<file path="config.mk">
export PLATFORM = sky130hd
export DESIGN_NAME = turn_manager
export DESIGN_NICKNAME = d
export VERILOG_FILES = /design/src/rtl/turn_manager.sv
export SDC_FILE = /design/constraint.sdc
export NUM_CORES = 1
export LEC_CHECK = 0
export BUFFER_PORTS_ARGS = -buffer_cell sky130_fd_sc_hd__buf_2
export CAP_MARGIN = 10
export CORE_MARGIN = 8
export CORE_UTILIZATION = 57
export DETAILED_ROUTE_END_ITERATION = 10
export PLACE_DENSITY_LB_ADDON = 0.25
export SLEW_MARGIN = 30
export SYNTH_ARGS = -nofsm -noshare
export SYNTH_HDL_FRONTEND = slang
export SYNTH_SLANG_ARGS = --single-unit
</file>
<file path="constraint.sdc">
create_clock -name clk -period 3.3 [get_ports clk]
set_input_delay 0.33 -clock clk [delete_from_list [all_inputs] [get_ports clk]]
set_output_delay 0.33 -clock clk [all_outputs]
set_load 0.1 [all_outputs]
</file>
<file path="src/rtl/turn_manager.sv">
// Turn sequencing for a two-player column game: drives the turn timer, issues board
// writes over req/ack, and auto-picks a free column from an LFSR when a turn times out.
module turn_manager #(
  parameter int unsigned NUM_COLS  = 7,
  parameter logic [7:0]  LFSR_SEED = 8'hA5
) (
  input  logic                clk,
  input  logic                rst,
  input  logic                start,
  input  logic                move_valid,
  input  logic [2:0]          move_col,
  input  logic [NUM_COLS-1:0] col_full,
  input  logic                game_over,
  input  logic                timer_timeout,
  output logic                timer_enable,
  output logic                timer_reset,
  output logic                move_req,
  output logic [2:0]          move_req_col,
  output logic                move_player,
  input  logic                move_ack,
  output logic                current_player,
  output logic                auto_move,
  output logic                invalid_move,
  output logic                board_full,
  output logic                done
);

  localparam int unsigned COL_W = 3;

  typedef enum logic [2:0] {
    S_IDLE,
    S_TURN_START,
    S_WAIT_MOVE,
    S_AUTO_PICK,
    S_ISSUE,
    S_SETTLE,
    S_DONE
  } state_t;

  state_t           state, state_nxt;
  logic [7:0]       lfsr, lfsr_nxt;
  logic [COL_W-1:0] cand, cand_nxt;
  logic [COL_W-1:0] scan_cnt, scan_nxt;
  logic [COL_W-1:0] cand_init, cand_wrap;
  logic [7:0]       col_full_pad;
  logic             move_ok;

  logic             timer_enable_nxt, timer_reset_nxt, move_req_nxt;
  logic [COL_W-1:0] move_req_col_nxt;
  logic             move_player_nxt, current_player_nxt, auto_move_nxt;
  logic             invalid_move_nxt, board_full_nxt, done_nxt;

  // Fibonacci LFSR, x^8+x^6+x^5+x^4+1
  assign lfsr_nxt = {lfsr[6:0], lfsr[7] ^ lfsr[5] ^ lfsr[4] ^ lfsr[3]};

  // Columns beyond NUM_COLS read as full so any out-of-range select is rejected
  always_comb begin
    col_full_pad                 = '1;
    col_full_pad[NUM_COLS-1:0]   = col_full;
  end

  assign move_ok   = (32'(move_col) < NUM_COLS) && !col_full_pad[move_col];
  assign cand_init = COL_W'(lfsr_nxt % 8'(NUM_COLS));
  assign cand_wrap = (cand == COL_W'(NUM_COLS - 1)) ? '0 : cand + COL_W'(1);

  always_ff @(posedge clk or posedge rst) begin
    if (rst) begin
      state          <= S_IDLE;
      lfsr           <= LFSR_SEED;
      cand           <= '0;
      scan_cnt       <= '0;
      timer_enable   <= 1'b0;
      timer_reset    <= 1'b1;
      move_req       <= 1'b0;
      move_req_col   <= '0;
      move_player    <= 1'b0;
      current_player <= 1'b0;
      auto_move      <= 1'b0;
      invalid_move   <= 1'b0;
      board_full     <= 1'b0;
      done           <= 1'b0;
    end else begin
      state          <= state_nxt;
      lfsr           <= lfsr_nxt;
      cand           <= cand_nxt;
      scan_cnt       <= scan_nxt;
      timer_enable   <= timer_enable_nxt;
      timer_reset    <= timer_reset_nxt;
      move_req       <= move_req_nxt;
      move_req_col   <= move_req_col_nxt;
      move_player    <= move_player_nxt;
      current_player <= current_player_nxt;
      auto_move      <= auto_move_nxt;
      invalid_move   <= invalid_move_nxt;
      board_full     <= board_full_nxt;
      done           <= done_nxt;
    end
  end

  // Next state plus look-ahead output decode so registered outputs track the state
  always_comb begin
    state_nxt          = state;
    cand_nxt           = cand;
    scan_nxt           = scan_cnt;
    move_req_col_nxt   = move_req_col;
    move_player_nxt    = move_player;
    current_player_nxt = current_player;
    auto_move_nxt      = auto_move;
    board_full_nxt     = board_full;
    invalid_move_nxt   = 1'b0;

    case (state)
      S_IDLE, S_DONE: begin
        if (start) begin
          state_nxt          = S_TURN_START;
          current_player_nxt = 1'b0;
          board_full_nxt     = 1'b0;
          auto_move_nxt      = 1'b0;
        end
      end
      S_TURN_START: state_nxt = S_WAIT_MOVE;
      S_WAIT_MOVE: begin
        if (game_over) begin
          state_nxt = S_DONE;
        end else if (move_valid && move_ok) begin
          state_nxt        = S_ISSUE;
          move_req_col_nxt = move_col;
          move_player_nxt  = current_player;
          auto_move_nxt    = 1'b0;
        end else if (move_valid) begin
          invalid_move_nxt = 1'b1;
        end else if (timer_timeout) begin
          state_nxt = S_AUTO_PICK;
          cand_nxt  = cand_init;
          scan_nxt  = '0;
        end
      end
      S_AUTO_PICK: begin
        if (!col_full_pad[cand]) begin
          state_nxt        = S_ISSUE;
          move_req_col_nxt = cand;
          move_player_nxt  = current_player;
          auto_move_nxt    = 1'b1;
        end else if (scan_cnt == COL_W'(NUM_COLS - 1)) begin
          state_nxt      = S_DONE;
          board_full_nxt = 1'b1;
        end else begin
          cand_nxt = cand_wrap;
          scan_nxt = scan_cnt + COL_W'(1);
        end
      end
      S_ISSUE: begin
        if (move_ack) state_nxt = S_SETTLE;
      end
      S_SETTLE: begin
        if (game_over) begin
          state_nxt = S_DONE;
        end else begin
          state_nxt          = S_TURN_START;
          current_player_nxt = ~current_player;
          auto_move_nxt      = 1'b0;
        end
      end
      default: state_nxt = S_IDLE;
    endcase

    timer_reset_nxt  = (state_nxt == S_IDLE) || (state_nxt == S_TURN_START) ||
                       (state_nxt == S_DONE);
    timer_enable_nxt = (state_nxt == S_WAIT_MOVE);
    move_req_nxt     = (state_nxt == S_ISSUE);
    done_nxt         = (state_nxt == S_DONE);
  end

endmodule

</file>
== Word level (Yosys, flattened, before mapping) ==
Index checks and enable logic that the tools add are counted.

* Input port bits: 17
* Register bits: 29
* Logic and storage cells: 116

* Order comparisons: 3
* $add $sub $neg: 2
* Mux-type cells: 52
* Equal/unequal tests: 23
* Reduce and logical (&&, ||, !) cells: 17
* Bitwise operators: 4
* Divide/modulo/power cells: 1

{| class="wikitable"
|+ Operator list
! kind !! count
|-
| $mux W3 || 25
|-
| $ne A2 B2 Y1 const B || 11
|-
| $eq A3 B3 Y1 const B || 7
|-
| $pmux W3 S2 || 3
|-
| $pmux W3 S6 || 1
|-
| $mux W1 || 17
|-
| $eq A3 B2 Y1 const B || 3
|-
| $lt A3 B4 Y1 const B || 2
|-
| $mod A8 B3 Y8 const B || 1
|-
| $reduce_and A4 Y1 || 2
|-
| $reduce_and A7 Y1 || 1
|-
| $add A3 B1 Y3 const B || 2
|-
| $bmux W1 S3 || 2
|-
| $eq A3 B1 Y1 const B || 2
|-
| $logic_not A3 Y1 || 2
|-
| $pmux W1 S2 || 3
|-
| $reduce_and A6 Y1 || 1
|-
| $reduce_bool A2 Y1 || 3
|-
| $pmux W1 S4 || 1
|-
| $reduce_bool A4 Y1 || 1
|-
| $lt A3 B3 Y1 const B || 1
|-
| $reduce_and A3 Y1 || 1
|-
| $xor A1 B1 Y1 || 3
|-
| $logic_and A1 B1 Y1 || 2
|-
| 4 further kinds || 5
|}

== Logic depth before layout (Yosys ltp) ==
* Word-level depth: 11
* Depth in mapped cells: 13

== Worst setup path before layout ==
OpenSTA, ideal clock, no wires.

* Path type: register -> register
* Start point: register lfsr[2]
* End point: register cand[0]
* Buffers on the path: 1
* Setup time: 92 ps
* Setup slack: 592 ps
* Data arrival time: 2616 ps
* Cell stages (with the launch flop): 13
* Path through: dfstp_2 -> buf_2 -> xor2_1 -> a221oi_1 -> o32ai_4 -> ha_1 -> a21oi_1 -> and3_1 -> o21bai_1 -> ha_1 -> a21oi_2 -> xnor2_1 -> o31ai_2

* Longest elaborated chain between the ends: 6

{| class="wikitable"
|+ Ends and longest elaborated chain
! item !! line !! RTL
|-
| start: declaration || 41 || <nowiki>logic [7:0] lfsr, lfsr_nxt;</nowiki>
|-
| start signal: assignment || 84 || <nowiki>lfsr <= lfsr_nxt;</nowiki>
|-
| $mod A8 B3 Y8 || 63 || <nowiki>assign cand_init = COL_W'(lfsr_nxt % 8'(NUM_COLS));</nowiki>
|-
| $mux W3 || 132 || <nowiki>end else if (timer_timeout) begin</nowiki>
|-
| $mux W3 || 130 || <nowiki>end else if (move_valid) begin</nowiki>
|-
| $mux W3 || 125 || <nowiki>end else if (move_valid && move_ok) begin</nowiki>
|-
| $mux W3 || 123 || <nowiki>if (game_over) begin</nowiki>
|-
| $pmux W3 S2 || 112 || <nowiki>case (state)</nowiki>
|-
| end signal: assignment || 85 || <nowiki>cand <= cand_nxt;</nowiki>
|-
| end: declaration || 42 || <nowiki>logic [COL_W-1:0] cand, cand_nxt;</nowiki>
|}

No other way between the ends. The select of a mux whose other input is x is not followed.
A chain may end at the register's enable or synchronous reset.

== Worst setup path after layout ==
* Start point: register lfsr[3]
* End point: register cand[1]

* Longest elaborated chain between the ends: 7

{| class="wikitable"
|+ Ends and longest elaborated chain
! item !! line !! RTL
|-
| $xor A1 B1 Y1 || 54 || <nowiki>assign lfsr_nxt = {lfsr[6:0], lfsr[7] ^ lfsr[5] ^ lfsr[4] ^ lfsr[3]};</nowiki>
|-
| $mod A8 B3 Y8 * || 63 ||
|-
| $mux W3 * || 132 ||
|-
| $mux W3 * || 130 ||
|-
| $mux W3 * || 125 ||
|-
| $mux W3 * || 123 ||
|-
| $pmux W3 S2 * || 112 ||
|}

Every way passes the cells marked *; elsewhere a longest branch is shown, timed or not. The select of a mux whose other input is x is not followed.

==> impl_metrics.env <==
export IMPL_track_usage=0.163
export IMPL_leakagePower_uw=0.00100
export IMPL_grt_pass1_wl_um=7110
export IMPL_period_needed_ps=3000
export IMPL_via_per_inst=5.83
export IMPL_synthXorXnorAreaFrac=0.0392
export IMPL_antenna_left=0
export IMPL_cp_arrival_ps=3210
export IMPL_pre_cts_ws_ps=355
export IMPL_postCtsSetupBuffers=0
export IMPL_die_x_um=74.9
export IMPL_cts_tree="done"
export IMPL_maxCapViolations=0
export IMPL_overflow=0
export IMPL_yosysUniqueCellTypes=61
export IMPL_synth_edf_count=0
export IMPL_drc=0
export IMPL_cts_hold_buf=0
export IMPL_vdd_ir_drop_max_mv=0.579
export IMPL_area_delta_synth_final_pct=11.3
export IMPL_timing_fmax_ghz=0.333
export IMPL_synth_simple_gate_area_share=0.157
export IMPL_nets=259
export IMPL_n_fill_cell=289
export IMPL_die_y_um=74.9
export IMPL_synth_mux_area_fraction=0.0898
export IMPL_slew_violations=0
export IMPL_p_per_area_mw_per_mm2=745
export IMPL_synthesis_area_mm2=0.00198
export IMPL_drt_total_wl_um=4110
export IMPL_via_count=1661
export IMPL_setup_worst_path_class="register to register"
export IMPL_drt_initial_drc_count=175
export IMPL_synth_top_family_by_area="compound AO/OA/AOI/OAI gates"
export IMPL_clock_sinks=29
export IMPL_htreeDepth=2
export IMPL_synth_nets=234
export IMPL_synth_warnings=0
export IMPL_setup_violations=0
export IMPL_first_pass_iters=4
export IMPL_syn_inst=213
export IMPL_final_util=0.660
export IMPL_required_ps=3510
export IMPL_syn_area_per_cell_um2=9.29
export IMPL_fin_hold_ws_ps=52.4
export IMPL_finClkSkew_ps=12.5
export IMPL_setup_slack_ps=297
export IMPL_yosysSeqAreaShare=0.370
export IMPL_num_rows=21
export IMPL_final_hold_viol_count=0
export IMPL_dieArea_mm2=0.00561
export IMPL_antenna_found_initial=0
export IMPL_synth_seq_cells=29
export IMPL_crit_path_max_fanout=15
export IMPL_grt_max_degree=29
export IMPL_coreArea_mm2=0.00334
export IMPL_finalSetupTns_ps=0
export IMPL_place_gp_congestion=0.849
export IMPL_hp_class="input port to async pin"
export IMPL_clkLatencyLatePin_ps=330
export IMPL_cts_clk_slew_worst_paths_ps=100
export IMPL_clockBufferDepth=2
export IMPL_diodes=0
export IMPL_fin_area_mm2=0.00220
export IMPL_cp_start_kind="register"
export IMPL_worst_pin_slew_ps=684
export IMPL_dp_final_hpwl_um=3000
export IMPL_synth_top_flop_cell="dfrtp_1"
export IMPL_rsz0062_at_grt="no"
export IMPL_numCtsBuffers=5
export IMPL_place_area_mm2=0.00212
export IMPL_grt_pass1_vias=1576
export IMPL_cts_resized=0
export IMPL_port_buffers=28
export IMPL_initial_core_util=0.593
export IMPL_wire_per_inst_um=14.4
export IMPL_drive_gt1_frac=0.238
export IMPL_fin_crit_sh=0.910
export IMPL_endpoint_kind="register"
export IMPL_pin_count=29
export IMPL_synthArstFlopShare=1.00
export IMPL_max_slew_margin=0.544
export IMPL_clockRootBuffer="clkbuf_4"
export IMPL_synth_compound_area_share=0.250
export IMPL_status="complete, no violations"
export IMPL_synth_adder_area_share=0.0253
## state kept, by name, indices dropped and copies added, names as in the netlist
register,cells
lfsr,8
cand,3
move_req_col,3
scan_cnt,3
state,3
auto_move,1
board_full,1
current_player,1
done,1
invalid_move,1
move_player,1
move_req,1
timer_enable,1
timer_reset,1
## critical path: stages, from the launching register on
cell and delay [ps]:
dfrtp_1 570, and2_1 260, a221oi_1 420, o32ai_4 170, ha_1 230, a21oi_1 280
and3_1 210, o21bai_1 130, ha_1 240, a21oi_2 90, mux2i_1 170, o221ai_1 110
## per-stage QoR
stage,std cells,total power [uW]
2_1_floorplan,213,1200
3_3_place_gp,277,1340
3_5_place_dp,277,1340
4_1_cts,285,1650
5_1_grt,285,1750
6_report,285,1640
## synth_stat cells, types with 4 or more instances
cell type	n	area share
dfrtp_1	24	0.30
nand2_1	21	0.040
o21ai_0	16	0.040
nor2_1	15	0.028
inv_1	12	0.023
a21oi_1	11	0.028
mux2i_1	11	0.056
a211oi_1	6	0.023
dfstp_2	5	0.066
nand2b_1	5	0.016
xnor2_1	5	0.022
buf_2	4	0.010
clkbuf_1	4	0.0076
ha_1	4	0.025
## report_power, final
part | switching [uW] | internal, uW | leakage, uW | total [uW]
Clock | 125 | 181 | 0.0000455 | 306
Combinational | 581 | 202 | 0.000587 | 784
Sequential | 104 | 447 | 0.000372 | 552
Total | 810 | 831 | 0.00100 | 1640
## cell families (layout without fill, tap and decap cells)
kind of cell / count (synthesis) / count (layout)
xor+xnor: 8 / 8
mux: 15 / 15
compound gates: 67 / 67
fa+ha+maj: 4 / 4
flops: 29 / 29
simple gates: 63 / 63
buf+inv: 27 / 53
## cells in the final DEF, fill, tap and decap left out, types with 3 or more instances in the layout
cell type | synthesis | layout
nand2_1 | 21 | 21
dfrtp_1 | 24 | 24
inv_1 | 12 | 11
nor2b_1 | 3 | 3
buf_4 | 1 | 3
nor3_1 | 3 | 3
nor2_1 | 15 | 15
nand2b_1 | 5 | 5
and3_1 | 3 | 3
buf_2 | 4 | 28
clkbuf_4 | 0 | 5
ha_1 | 4 | 4
mux2i_1 | 11 | 11
o21ai_0 | 16 | 16
a21oi_1 | 11 | 11
o31ai_1 | 3 | 3
dfstp_2 | 5 | 5
xnor2_1 | 5 | 5
a211oi_1 | 6 | 6
## metal layers
| layer | wire length [um] | vias to the layer above | global-route usage |
|---|---|---|---|
| li1 | - | 837 | - |
| met1 | 1960 | 766 | 0.222 |
| met2 | 1800 | 51 | 0.235 |
| met3 | 288 | 7 | 0.0453 |
| met4 | 60 | 0 | 0.0696 |
| met5 | 0 | - | 0 |
## path summary, 6_finish.rpt
| kind | startpoint | endpoint | slack, ps | depth (start not counted) |
|---|---|---|---|---|
| max in group asynchronous | rst | lfsr[0] | 2690 | 3 |
| min in group clk | game_over | invalid_move | 320 | 4 |
| min reg2reg | lfsr[0] | lfsr[1] | 450 | 0 |
| max | lfsr[3] | cand[1] | 300 | 11 |
| min | rst | board_full | 50 | 2 |
| max reg2reg | lfsr[3] | cand[1] | 300 | 11 |
## cell type report
class / count / area [um^2] / share of cell area
Multi-Input combinational cell: 157 / 1110 / 0.505
Sequential cell: 29 / 732 / 0.332
Timing Repair Buffer: 31 / 163 / 0.0739
Tap cell: 46 / 57.6 / 0.0261
Clock buffer: 7 / 55.1 / 0.0250
Inverter: 14 / 52.6 / 0.0239
Clock inverter: 1 / 30.0 / 0.0136
Note: power is estimated with default switching activity, not from simulation.
